===== src/rtl/clock_display_scan.sv =====
// Six-digit HH MM SS multiplexed seven-segment scanner with per-frame time snapshot.
// Optional macro CLOCK_DISPLAY_COLON_BLINK_EN lights dp on the HH.MM.SS separators on even seconds.
module clock_display_scan #(
  parameter int SCAN_DIV       = 50000,
  parameter bit SEG_ACTIVE_LOW = 1'b1
) (
  input  logic       clk,
  input  logic       rst,
  input  logic [5:0] hrs,
  input  logic [5:0] mins,
  input  logic [5:0] secs,
  output logic [5:0] an,
  output logic [6:0] seg,
  output logic       dp,
  output logic       frame_start
);

  localparam int            CW       = $clog2(SCAN_DIV);
  localparam logic [CW-1:0] PRE_LAST = CW'(SCAN_DIV - 1);
  localparam logic [5:0]    AN_OFF   = SEG_ACTIVE_LOW ? 6'b111111 : 6'b000000;
  localparam logic [6:0]    SEG_OFF  = SEG_ACTIVE_LOW ? 7'b1111111 : 7'b0000000;
  localparam logic          DP_OFF   = SEG_ACTIVE_LOW;
  localparam logic [6:0]    SEG_DASH = 7'b0111111;

  logic [CW-1:0] prescaler;
  logic [2:0]    idx;
  logic [5:0]    snap_hrs, snap_mins, snap_secs;
  logic          started;
  logic          tick;

  logic [3:0]    digit;
  logic          dash;
  logic [6:0]    code_low;
  logic [5:0]    an_hot;
  logic [5:0]    an_nxt;
  logic [6:0]    seg_nxt;

  function automatic logic [3:0] tens_of(input logic [5:0] v);
    if (v >= 6'd60)      return 4'd6;
    else if (v >= 6'd50) return 4'd5;
    else if (v >= 6'd40) return 4'd4;
    else if (v >= 6'd30) return 4'd3;
    else if (v >= 6'd20) return 4'd2;
    else if (v >= 6'd10) return 4'd1;
    else                 return 4'd0;
  endfunction

  // v - 10*tens, with 10*t built as 8*t + 2*t
  function automatic logic [3:0] ones_of(input logic [5:0] v);
    logic [5:0] t6;
    t6 = {2'b00, tens_of(v)};
    return 4'(v - ((t6 << 3) + (t6 << 1)));
  endfunction

  function automatic logic [6:0] seg_code(input logic [3:0] d);
    case (d)
      4'd0:    return 7'b1000000;
      4'd1:    return 7'b1111001;
      4'd2:    return 7'b0100100;
      4'd3:    return 7'b0110000;
      4'd4:    return 7'b0011001;
      4'd5:    return 7'b0010010;
      4'd6:    return 7'b0000010;
      4'd7:    return 7'b1111000;
      4'd8:    return 7'b0000000;
      4'd9:    return 7'b0010000;
      default: return SEG_DASH;
    endcase
  endfunction

  assign tick = (prescaler == PRE_LAST);

  always_comb begin
    digit = 4'd0;
    dash  = 1'b0;
    case (idx)
      3'd0: begin digit = ones_of(snap_secs); dash = (snap_secs > 6'd59); end
      3'd1: begin digit = tens_of(snap_secs); dash = (snap_secs > 6'd59); end
      3'd2: begin digit = ones_of(snap_mins); dash = (snap_mins > 6'd59); end
      3'd3: begin digit = tens_of(snap_mins); dash = (snap_mins > 6'd59); end
      3'd4: begin digit = ones_of(snap_hrs);  dash = (snap_hrs  > 6'd23); end
      3'd5: begin digit = tens_of(snap_hrs);  dash = (snap_hrs  > 6'd23); end
      default: begin digit = 4'd0; dash = 1'b1; end
    endcase
  end

  assign code_low = dash ? SEG_DASH : seg_code(digit);
  assign an_hot   = 6'b000001 << idx;
  assign an_nxt   = SEG_ACTIVE_LOW ? ~an_hot : an_hot;
  assign seg_nxt  = SEG_ACTIVE_LOW ? code_low : ~code_low;

  // started keeps the display dark until the first snapshot exists
  always_ff @(posedge clk or negedge rst) begin
    if (!rst) begin
      prescaler   <= '0;
      idx         <= 3'd5;
      snap_hrs    <= 6'd0;
      snap_mins   <= 6'd0;
      snap_secs   <= 6'd0;
      started     <= 1'b0;
      frame_start <= 1'b0;
      an          <= AN_OFF;
      seg         <= SEG_OFF;
    end else begin
      prescaler   <= tick ? '0 : prescaler + CW'(1);
      frame_start <= tick && (idx == 3'd5);
      if (tick) begin
        if (idx == 3'd5) begin
          idx       <= 3'd0;
          snap_hrs  <= hrs;
          snap_mins <= mins;
          snap_secs <= secs;
          started   <= 1'b1;
        end else begin
          idx <= idx + 3'd1;
        end
      end
      an  <= started ? an_nxt : AN_OFF;
      seg <= started ? seg_nxt : SEG_OFF;
    end
  end

`ifdef CLOCK_DISPLAY_COLON_BLINK_EN
  logic dp_on;
  assign dp_on = ~snap_secs[0] && ((idx == 3'd2) || (idx == 3'd4));

  always_ff @(posedge clk or negedge rst) begin
    if (!rst) dp <= DP_OFF;
    else      dp <= (started && dp_on) ? ~DP_OFF : DP_OFF;
  end
`else
  assign dp = DP_OFF;
`endif

endmodule


===== config.mk =====
export PLATFORM = sky130hd
export DESIGN_NAME = clock_display_scan
export DESIGN_NICKNAME = d
export VERILOG_FILES = /design/src/rtl/clock_display_scan.sv
export SDC_FILE = /design/constraint.sdc
export NUM_CORES = 1
export LEC_CHECK = 0
export ABC_CLOCK_PERIOD_IN_PS = 3200
export CORE_UTILIZATION = 45
export DETAILED_ROUTE_END_ITERATION = 6
export PLACE_DENSITY = 0.63
export SKIP_CTS_REPAIR_TIMING = 1
export SYNTH_ARGS = -nofsm -noshare
export SYNTH_HDL_FRONTEND = slang
export SYNTH_SLANG_ARGS = --single-unit

===== constraint.sdc =====
create_clock -name clk -period 3.2 [get_ports clk]
set_input_delay 0.64 -clock clk [delete_from_list [all_inputs] [get_ports clk]]
set_output_delay 0.64 -clock clk [all_outputs]
set_load 0.005 [all_outputs]

==> qor.yml <==
insertion_delay_ns: 0.31
pre_cts_ws_ns: 0.106
place_congestion: 0.844
syn_avg_cell_area_um2: 9.40
drt_wl_total_um: 6050
p_sw_uw: 248
route.detailed.drc: 0
fp.dieW_um: 86.1
portBuffers: 33
antenna_cells: 0
ctsHtreeMaxLevel: 2
setup.worst_path.class: "reg -> reg"
clock_skew_ns: 0.00585
grt_usage_pct: 17.8
final_cell_mix: "nand2_1, dfrtp_1, clkdlybuf4s50_1"
ys.flop_type: "dfrtp_1"
final_nets: 416
seq_power_share_pct: 60.4
core_region_area_um2: 6830
outcome: "complete, no violations"
ant_nets: 0
synth-edff-count: 0
cts_buffers: 5
numClockSinks: 52
dr.first_iter.drc_count: 128
dpl.hpwl_um: 4490
drv_slew: 0
fmax_mhz: 331
ys_ff_latch: 52
root_buffer: "clkbuf_8"
swShare_pct: 22.8
drive_gt1_share_pct: 14.4
final_common_cell: "nand2_1"
wl_per_cell_um: 12.8
antenna_found_initial: 0
start_util_pct: 46.6
cp-start-kind: "flop"
rsz0062_at_grt: "yes"
setup_viol: 0
clock_tree.buffer_depth: 2
synthArstFlopShare_pct: 100
worst_pin_slew_ns: 1.00
fin_ws_ns: 0.177
grt_first_pass_wirelength_um: 10400
p_int_uw: 840
combinationalPowerShare_pct: 3.4
firstDrtPassIters: 5
final_hold_viol_count: 0
p_leak_nw: 1.68
finalInstanceArea_um2: 3730
cts_tree: "yes"
gr-total-overflow: 0
clkPwrFrac_pct: 36.2
netlist_area_um2: 3190
ys_types: 66
fin_crit_sh_pct: 94.5
syn_nets: 381
grt_max_degree: 46
hold_path_class: "in -> async"
die_h_um: 86.1
place_area_um2: 3610
maxSlewHeadroom_pct: 33.2
clk_pin_slew_ns: 0.10
crit_fanout: 9
yosysWarnings: 0
die_area_um2: 7420
endpoint_kind: "flop"
layout_min_cycle_time_ns: 3.02
arrival_ns: 3.27
syn_inst: 339
r2r_cells: 12
p_per_area_nw_per_um2: 292
whs_ns: 0.483
ys_seq_area_share_pct: 41.4
maxCapViolCount: 0
peakVddDrop_uv: 145
rows: 30
via_per_inst: 5.00
io_pins: 35
syn2layout_area_growth_pct: 17.1
vias: 2357
setup_tns_ns: 0
crit_required_ns: 3.45
grt_pass1_vias: 2199
## through the flow
stage	cells	power, mW	util [%]
final	471	1.09	54.6
after global routing	471	1.13	54.6
after CTS	470	1.11	54.2
after detailed placement	462	0.707	52.8
after global placement	462	0.707	52.8
after floorplan	339	0.671	-
## power groups by stage
stage               Combinational (mW)  Sequential (mW)  Clock (mW)
floorplan                      0.00139            0.670           0
global placement                0.0375            0.670           0
detailed placement              0.0377            0.670           0
CTS                             0.0379            0.658       0.413
global route                    0.0417            0.658       0.432
finish                          0.0366            0.658       0.394
## cell families (layout without fill, tap and decap cells)
logic type	count (synthesis)	after routing	share of synthesized area, %
adder cells (fa/ha/maj)	24	24	9.31
AND/OR/NAND/NOR	139	139	22.0
buffers and inverters	32	68	4.36
flip-flops	52	52	41.4
AO/OA/AOI/OAI	58	58	13.2
multiplexers	6	6	2.08
XOR/XNOR	27	27	7.42
other	1	1	0.118
## cells in the mapped netlist, types with 2 or more instances
| cell type | number | area share, % |
|---|---|---|
| o21a_1 | 2 | 0.47 |
| inv_1 | 20 | 2.4 |
| o211ai_1 | 2 | 0.47 |
| nor2_1 | 21 | 2.5 |
| nor2b_1 | 6 | 1.2 |
| a22oi_1 | 2 | 0.47 |
| dfstp_2 | 15 | 12 |
| clkbuf_1 | 3 | 0.35 |
| nor4_1 | 2 | 0.39 |
| mux2i_1 | 4 | 1.3 |
| nand2b_1 | 6 | 1.2 |
| o21ai_1 | 2 | 0.31 |
| nand3b_1 | 6 | 1.4 |
| ha_1 | 22 | 8.6 |
| a21oi_1 | 7 | 1.1 |
| buf_2 | 2 | 0.31 |
| and2_1 | 3 | 0.59 |
| o21ai_0 | 21 | 3.3 |
| nand2_1 | 52 | 6.1 |
| nand4_1 | 3 | 0.59 |
| buf_4 | 4 | 0.94 |
| a31oi_1 | 2 | 0.39 |
| a211oi_1 | 4 | 0.94 |
| xnor2_1 | 13 | 3.6 |
| xor2_1 | 14 | 3.8 |
| nor3_1 | 7 | 1.1 |
| and3_1 | 7 | 1.4 |
| nor3b_1 | 2 | 0.47 |
| nand3_1 | 12 | 1.9 |
| dfrtp_1 | 37 | 29 |
## flip-flops by register name, indices dropped and copies added, names as in the netlist, 3 cells and up
signal,flops
prescaler,16
seg,7
an,6
snap_hrs,6
snap_mins,6
snap_secs,6
idx,3
## final timing paths
path	startpoint	to	slack, ns
max reg2reg	snap_mins[5]	seg[3]	0.18
max in group asynchronous	rst	seg[1]	1.98
min in group clk	prescaler[7]	prescaler[7]	0.50
max	snap_mins[5]	seg[3]	0.18
min	rst	snap_mins[0]	0.48
min reg2reg	prescaler[7]	prescaler[7]	0.50
## area by class of cell
class / count / area [µm²]
sequential: 52 / 1320
clock buffer: 5 / 68.8
timing repair buffer: 38 / 363
multi-input combinational: 255 / 1750
inverter: 22 / 83.8
fill: 640 / 3100
tap: 96 / 120
clock inverter: 3 / 27.5
## per-layer routing
layer	routed length (µm)	track usage [%]
met1	3050	25.0
met2	2750	28.1
met3	180	2.89
met4	65	5.15
met5	0	0
## critical path, cell delays in order (launching register included)
cell and delay, ns:
dfrtp_1 0.48, nor2b_1 0.26, o311a_1 0.24, nand2_1 0.09
ha_1 0.30, nor3_1 0.04, a21oi_1 0.13, nor2_1 0.06
or4_4 0.58, ha_1 0.33, nand3b_1 0.15, a211oi_1 0.24
nor2_1 0.07
No activity file was read; power rests on OpenSTA's default activity.
